[src/rtl/oam_dma_pkg.sv]
// Shared types and constants for the sprite OAM DMA engine.
package oam_dma_pkg;

    typedef enum logic [2:0] {
        IDLE  = 3'd0,
        HALT  = 3'd1,
        ALIGN = 3'd2,
        READ  = 3'd3,
        WRITE = 3'd4
    } dma_state_t;

    localparam logic [15:0] DMA_REG_ADDR_C  = 16'h4014;
    localparam logic [15:0] OAM_DATA_ADDR_C = 16'h2004;
    localparam int          DMA_BYTES       = 256;
    localparam logic [7:0]  DMA_LAST_IDX    = 8'(DMA_BYTES - 1);

endpackage

[src/rtl/oam_dma_if.sv]
// CPU-side bus between the CPU, the OAM DMA engine and the memory wrapper.
// OAM_DMA_DIRECT_EN adds a dedicated OAM write port (oam_we/oam_waddr/oam_wdata).
interface oam_dma_if;

    logic [15:0] cpu_addr;
    logic        cpu_wr;
    logic [7:0]  cpu_dout;
    logic        cpu_halt;
    logic        dma_active;
    logic        dma_cs;
    logic        dma_rd;
    logic        dma_wr;
    logic [15:0] dma_addr;
    logic [7:0]  dma_dout;
    logic [7:0]  bus_din;
`ifdef OAM_DMA_DIRECT_EN
    logic        oam_we;
    logic [7:0]  oam_waddr;
    logic [7:0]  oam_wdata;
`endif

    // No valid/ready here: the bus is strobe based. A read is dma_cs=0 with dma_rd=1 and
    // bus_din answers one clk later; a write is dma_wr=1 with dma_addr/dma_dout stable.
    modport master (
        input  cpu_addr, cpu_wr, cpu_dout, bus_din,
        output cpu_halt, dma_active, dma_cs, dma_rd, dma_wr, dma_addr, dma_dout
`ifdef OAM_DMA_DIRECT_EN
        , output oam_we, oam_waddr, oam_wdata
`endif
    );

    modport slave (
        output cpu_addr, cpu_wr, cpu_dout, bus_din,
        input  cpu_halt, dma_active, dma_cs, dma_rd, dma_wr, dma_addr, dma_dout
`ifdef OAM_DMA_DIRECT_EN
        , input oam_we, oam_waddr, oam_wdata
`endif
    );

endinterface

[src/rtl/oam_dma.sv]
// Sprite OAM DMA: a $4014 write copies page {N,00}..{N,FF} into OAM with 2A03 cycle timing.
// Build option OAM_DMA_DIRECT_EN writes OAM through oam_* instead of bus writes to $2004.
module oam_dma
    import oam_dma_pkg::*;
#(
    parameter logic [15:0] DMA_REG_ADDR  = DMA_REG_ADDR_C,
    parameter logic [15:0] OAM_DATA_ADDR = OAM_DATA_ADDR_C
) (
    input  logic        clk,
    input  logic        rst_n,
    input  logic        ce,
    oam_dma_if.master   bus,
    output logic [2:0]  state_dbg
);

    localparam logic [2:0] ST_IDLE  = 3'(IDLE);
    localparam logic [2:0] ST_HALT  = 3'(HALT);
    localparam logic [2:0] ST_ALIGN = 3'(ALIGN);
    localparam logic [2:0] ST_READ  = 3'(READ);
    localparam logic [2:0] ST_WRITE = 3'(WRITE);

    logic [2:0] state;
    logic       parity;
    logic [7:0] page;
    logic [7:0] idx;
    logic [7:0] data_hold;
    logic       first_clk;

    assign state_dbg = state;

    // first_clk marks the single clk after entering WRITE: bus_din is only valid then,
    // so it is captured into data_hold regardless of ce.
    always_ff @(posedge clk) begin
        if (!rst_n) begin
            state     <= ST_IDLE;
            parity    <= 1'b0;
            page      <= 8'h00;
            idx       <= 8'h00;
            data_hold <= 8'h00;
            first_clk <= 1'b0;
        end else begin
            if (first_clk) begin
                data_hold <= bus.bus_din;
                first_clk <= 1'b0;
            end
            if (ce) begin
                parity <= ~parity;
                case (state)
                    ST_IDLE: begin
                        if (bus.cpu_wr && (bus.cpu_addr == DMA_REG_ADDR)) begin
                            page  <= bus.cpu_dout;
                            idx   <= 8'h00;
                            state <= ST_HALT;
                        end
                    end
                    ST_HALT:  state <= parity ? ST_ALIGN : ST_READ;
                    ST_ALIGN: state <= ST_READ;
                    ST_READ: begin
                        state     <= ST_WRITE;
                        first_clk <= 1'b1;
                    end
                    ST_WRITE: begin
                        if (idx == DMA_LAST_IDX) begin
                            idx   <= 8'h00;
                            state <= ST_IDLE;
                        end else begin
                            idx   <= idx + 8'd1;
                            state <= ST_READ;
                        end
                    end
                    default: state <= ST_IDLE;
                endcase
            end
        end
    end

    always_comb begin
        bus.cpu_halt   = (state != ST_IDLE);
        bus.dma_active = (state != ST_IDLE);
        bus.dma_cs     = 1'b1;
        bus.dma_rd     = 1'b0;
        bus.dma_wr     = 1'b0;
        bus.dma_addr   = 16'h0000;
        bus.dma_dout   = 8'h00;
        case (state)
            ST_READ: begin
                bus.dma_cs   = 1'b0;
                bus.dma_rd   = 1'b1;
                bus.dma_addr = {page, idx};
            end
            ST_WRITE: begin
                bus.dma_dout = first_clk ? bus.bus_din : data_hold;
`ifndef OAM_DMA_DIRECT_EN
                bus.dma_wr   = 1'b1;
                bus.dma_addr = OAM_DATA_ADDR;
`endif
            end
            default: ;
        endcase
    end

`ifdef OAM_DMA_DIRECT_EN
    assign bus.oam_we    = (state == ST_WRITE) && first_clk;
    assign bus.oam_waddr = idx;
    assign bus.oam_wdata = bus.dma_dout;
`endif

endmodule

[src/flat_wrapper.sv]
// flat-port wrapper written by rule: the top's interface ports become plain ports
module oam_dma_flat import oam_dma_pkg::*;
#(
    parameter logic [15:0] DMA_REG_ADDR  = DMA_REG_ADDR_C,
    parameter logic [15:0] OAM_DATA_ADDR = OAM_DATA_ADDR_C
)
  (clk, rst_n, ce, state_dbg, bus_cpu_addr, bus_cpu_wr, bus_cpu_dout, bus_bus_din, bus_cpu_halt, bus_dma_active, bus_dma_cs, bus_dma_rd, bus_dma_wr, bus_dma_addr, bus_dma_dout);
  oam_dma_if bus_i ();
  input  logic clk;
  input  logic rst_n;
  input  logic ce;
  output logic [2:0] state_dbg;
  input wire logic [$bits(bus_i.cpu_addr)-1:0] bus_cpu_addr;
  input wire logic [$bits(bus_i.cpu_wr)-1:0] bus_cpu_wr;
  input wire logic [$bits(bus_i.cpu_dout)-1:0] bus_cpu_dout;
  input wire logic [$bits(bus_i.bus_din)-1:0] bus_bus_din;
  output wire logic [$bits(bus_i.cpu_halt)-1:0] bus_cpu_halt;
  output wire logic [$bits(bus_i.dma_active)-1:0] bus_dma_active;
  output wire logic [$bits(bus_i.dma_cs)-1:0] bus_dma_cs;
  output wire logic [$bits(bus_i.dma_rd)-1:0] bus_dma_rd;
  output wire logic [$bits(bus_i.dma_wr)-1:0] bus_dma_wr;
  output wire logic [$bits(bus_i.dma_addr)-1:0] bus_dma_addr;
  output wire logic [$bits(bus_i.dma_dout)-1:0] bus_dma_dout;
  assign bus_i.cpu_addr = bus_cpu_addr;
  assign bus_i.cpu_wr = bus_cpu_wr;
  assign bus_i.cpu_dout = bus_cpu_dout;
  assign bus_i.bus_din = bus_bus_din;
  assign bus_cpu_halt = bus_i.cpu_halt;
  assign bus_dma_active = bus_i.dma_active;
  assign bus_dma_cs = bus_i.dma_cs;
  assign bus_dma_rd = bus_i.dma_rd;
  assign bus_dma_wr = bus_i.dma_wr;
  assign bus_dma_addr = bus_i.dma_addr;
  assign bus_dma_dout = bus_i.dma_dout;
  oam_dma #(.DMA_REG_ADDR(DMA_REG_ADDR), .OAM_DATA_ADDR(OAM_DATA_ADDR)) u_core (.clk(clk), .rst_n(rst_n), .ce(ce), .bus(bus_i), .state_dbg(state_dbg));
endmodule
[config.mk]
export PLATFORM = sky130hd
export DESIGN_NAME = oam_dma_flat
export DESIGN_NICKNAME = d
export VERILOG_FILES = /design/src/rtl/oam_dma_pkg.sv /design/src/rtl/oam_dma_if.sv /design/src/rtl/oam_dma.sv /design/src/flat_wrapper.sv
export SDC_FILE = /design/constraint.sdc
export NUM_CORES = 1
export LEC_CHECK = 0
export ABC_AREA = 1
export CAP_MARGIN = 20
export CELL_PAD_IN_SITES_DETAIL_PLACEMENT = 0
export CELL_PAD_IN_SITES_GLOBAL_PLACEMENT = 1
export CORE_MARGIN = 2
export CORE_UTILIZATION = 28
export DETAILED_ROUTE_END_ITERATION = 6
export PLACE_DENSITY = 0.83
export SYNTH_ARGS = -nofsm -noshare
export SYNTH_HDL_FRONTEND = slang
export SYNTH_SLANG_ARGS = --single-unit
[constraint.sdc]
create_clock -name clk -period 1.6 [get_ports clk]
set_clock_uncertainty 0.1 [all_clocks]
set_input_delay 0.16 -clock clk [delete_from_list [all_inputs] [get_ports clk]]
set_output_delay 0.16 -clock clk [all_outputs]
set_load 0.01 [all_outputs]
After elaboration in Yosys (flattened, before gate mapping)
Cells that the tools add are included.
Widths: inputs -> output; s select.

word-level totals
  bits of input ports = 36
  register bits after elaboration = 29

operators by class
  $add $sub $neg = 1
  mux-type cells = 13
  reductions and logical operators = 8
  equal/unequal tests = 7
  bitwise logic cells = 1

operators by type and width
  operator              number
  $mux 8                4
  $pmux 16 s2           1
  $eq 16x15->1 const B  1
  $pmux 8 s2            1
  $pmux 3 s5            1
  $add 8x1->8 const B   1
  $eq 8x8->1 const B    1
  $eq 3x2->1 const B    2
  $reduce_and 3->1      2
  $mux 1                4
  $reduce_and 2->1      2
  $eq 3x1->1 const B    1
  $eq 3x3->1 const B    1
  $logic_not 3->1       1
  $mux 3                1
  $reduce_bool 3->1     1
  $mux 2                1
  $ne 2x1->1 const B    1
  $reduce_bool 2->1     1
  $logic_and 1x1->1     1
  $not 1->1             1

Depth between registers and ports, before layout
  word-level depth = 4
  mapped depth = 10
  gate-level depth less buffers = 10

Worst setup path before layout
Ideal clock, no wire load.

  kind = register to output
  from = register u_core.state[0] (netlist: u_core.state_dbg[0])
  to = output bus_dma_addr[0]
  setup slack = -87 ps
  data arrival time = 1427 ps
  buffers on the path = 1
  cell stages (with the launch flop) = 6
  cell sequence = dfxtp_1 > nand2_1 > nor2_1 > clkinv_1 > buf_2 > nor2_1

between the ends
  longest elaborated chain between the ends = 2

ends and longest elaborated chain
  element                                          line                source
  from (decl)                                      oam_dma.sv:22       logic [2:0] state;
  from (signal assigned)                           oam_dma.sv:56       ST_HALT: state <= parity ? ST_ALIGN : ST_READ;
  $eq 3x3->1 / $eq 3x2->1 (equally long branches)  oam_dma.sv:85       case (state)
  $pmux 16 s2 *                                    oam_dma.sv:85
  to (decl)                                        flat_wrapper.sv:22  output wire logic [$bits(bus_i.dma_addr)-1:0] bus_dma_addr;

Mark *: on every way between the ends. The rest lies on a longest branch, timed or not.

Worst setup path in the final report
  from = register u_core.state[1] (netlist: u_core.state_dbg[1])
  to = register u_core.page[7]

between the ends
  longest elaborated chain between the ends = 2

ends and longest elaborated chain
  element                            line           source
  $logic_not 3->1                    oam_dma.sv:48  case (state)
  $reduce_and 3->1 (no source line)  --
  to (signal assigned)               oam_dma.sv:51  page <= bus.cpu_dout;
  to (decl)                          oam_dma.sv:24  logic [7:0] page;

Every way passes these cells.
A chain may end at the register's enable or synchronous reset.

==> results.toml <==
[global_routing]
grt_use_total_pct = 15.41
grt_overflow = 0
grt_pass1_vias = 1616
grt_pass1_wl_mm = 7.514
grt_max_degree = 18
antenna_found_initial = 0

[synthesis]
ys.flop_type = "dfxtp_1"
synthCells = 227
synthesis.nets = 264
ys_seq_elements = 29
seq_area_frac_synth_pct = 38.54
synthArstFlopShare_pct = 0
syn_area_per_cell_um2 = 6.636
synth-edff-count = 0
ys.warnings.count = 0
synth_area_um2 = 1506
synth.distinct_cells = 28
yosysTopAreaCellShare_pct = 38.54
yosysTopAreaCell = "dfxtp_1"
synth_area_leaders = "dfxtp_1 39%, nor2_1 17%, nand2_1 9.0%, nand3_1 5.6%, mux2i_1 5.3%"

[worst_setup_path]
crit_arrival_ns = 1.71
crit_type = "register to register"
cp.required_ns = 1.68
endpoint_kind = "register"
path_max_fanout = 8
critPathLaunchType = "register"

[pwr]
ir_drop_v = 0.0005545
powerDensity_nw_per_um2 = 1024
p_leak_nw = 1.140
fin_total_pwr_mw = 2.685

[sta]
final-max-slew-violation-count = 0
setup_ws_ns = -0.02951
rsz0062_at_grt = "true"
fin_crit_ns = 1.630
hold_viol = 0
timing.hold.ws_ns = 0.1401
tightest_slew_ns = 0.4447
slew_headroom_pct = 70.32
fin_crit_sh_pct = 101.8
max_freq_mhz = 613.7
tns_ns = -0.1239
setup_viol = 7

[route]
routed_wl_mm = 4.414
vias = 1703
wl_per_cell_um = 11.20
postRouteAntennaNets = 0
drc_errors = 0
firstDrtPassIters = 4
drt_iter0_drc = 61
via_per_inst = 4.322

[outcome]
violations = "setup timing"
status = "finished, violations left"

[floorplanning]
num_rows = 26
core_area_um2 = 5140
initial_core_util_pct = 29.31
boundaryPins = 68
die_area_um2 = 5983
die_h_um = 77.35
dieWidth_um = 77.35

[finish]
antenna-diode-count = 0
nFillCells = 576
layout.nets = 360
utilization_pct = 51.02
design_area_um2 = 2623
syn_to_final_growth_pct = 74.09
final_cell_mix = "51 x nor2_1, 34 x clkdlybuf4s50_1, 29 x nand2_1"
final_common_cell = "nor2_1"
fin_cells = 394
drive_gt1_share_pct = 32.41

[job]
max-cap-violations = 0

[placed_design]
dpl_worst_slack_ns = -0.2536
postPlaceCellArea_um2 = 2415
numPortBuffers = 67
place_inst = 379
gp_congestion = 0.7930
hpwlAfterDp_mm = 3.200

[clocking]
clk-insertion-delay-late_ns = 0.28
cts_root_buf = "clkbuf_8"
clkTransAtPathRegs_ns = 0.07
htree_levels = 2
cts_tree = "built"
cts.sinks = 29
cts_hold_buf = 0
cts_max_path_buffers = 2
cts_buffers = 5

[min_path]
hold_class = "input pin to register"
## worst paths after layout
| check | startpoint | to | slack (ns) | depth (start not counted) |
|---|---|---|---|---|
| setup / recovery | u_core.state_dbg[1] | u_core.page[7] | -0.03 | 9 |
| hold / removal | ce | u_core.first_clk | 0.14 | 4 |
| setup reg to reg | u_core.state_dbg[1] | u_core.page[7] | -0.03 | 9 |
| hold reg to reg | u_core.data_hold[5] | u_core.data_hold[5] | 0.39 | 2 |
## worst max-delay path, cell delays in order (launching register included)
cell and delay [ns]:
dfxtp_2 0.34, buf_6 0.12, nor2_4 0.13, buf_6 0.12, nand2_4 0.05, buf_6 0.11
nor2_4 0.13, clkinvlp_4 0.21, nor2_1 0.14, nor2_1 0.06
## sequential cells by signal, indices dropped and copies added, names as in the netlist
name / count
u_core.page: 8
u_core.first_clk: 1
u_core.idx: 8
u_core.state_dbg: 3
u_core.data_hold: 8
u_core.parity: 1
## synthesized netlist by cell type (2+ instances only)
library cell / number
o21ai_0: 13
dfxtp_1: 29
mux2i_1: 8
nor3_1: 2
and3_2: 2
nor2_1: 68
clkbuf_1: 3
nand2_1: 36
nand3_1: 17
nand4_1: 2
nor2_2: 2
a21oi_1: 9
inv_1: 21
## cells by family after synthesis
group / share of synthesized area [%]
DFF: 38.54
muxes: 5.316
buffers and inverters: 9.052
adders and majority gates: 0.8304
AOI/OAI and AO/OA: 7.309
xor gates and xnor gates: 0.5815
and+or+nand+nor: 38.37
## layout make-up
class	count	area, um^2	share of cell area, %
clock buffer	5	68.82	2.624
tap	70	87.58	3.340
clock inverter	3	65.06	2.481
inverter	23	92.59	3.531
sequential	29	586.8	22.38
timing repair buffer	97	843.3	32.16
multi-input combinational	167	878.3	33.49
## metal layers
| metal | track usage (%) | share of wire (%) | up-vias |
|---|---|---|---|
| met4 | 4.643 | 1.2 | 0 |
| met2 | 24.35 | 48 | 39 |
| met5 | 0 | 0 | - |
| met1 | 20.49 | 46 | 752 |
| li1 | - | - | 906 |
| met3 | 4.302 | 4.7 | 6 |
## report_power, final
part | switching [mW] | internal [mW]
Combinational | 0.455 | 0.500
Clock | 0.284 | 0.618
Sequential | 0.0503 | 0.777
## what timing repair did
item / CTS / global route
buffers inserted: 2 / 5
gates resized for setup: 95 / 64
pin swaps: 0 / 12
endpoints found under the setup margin: 46 / 44
Power figures use the tool's default switching activity.
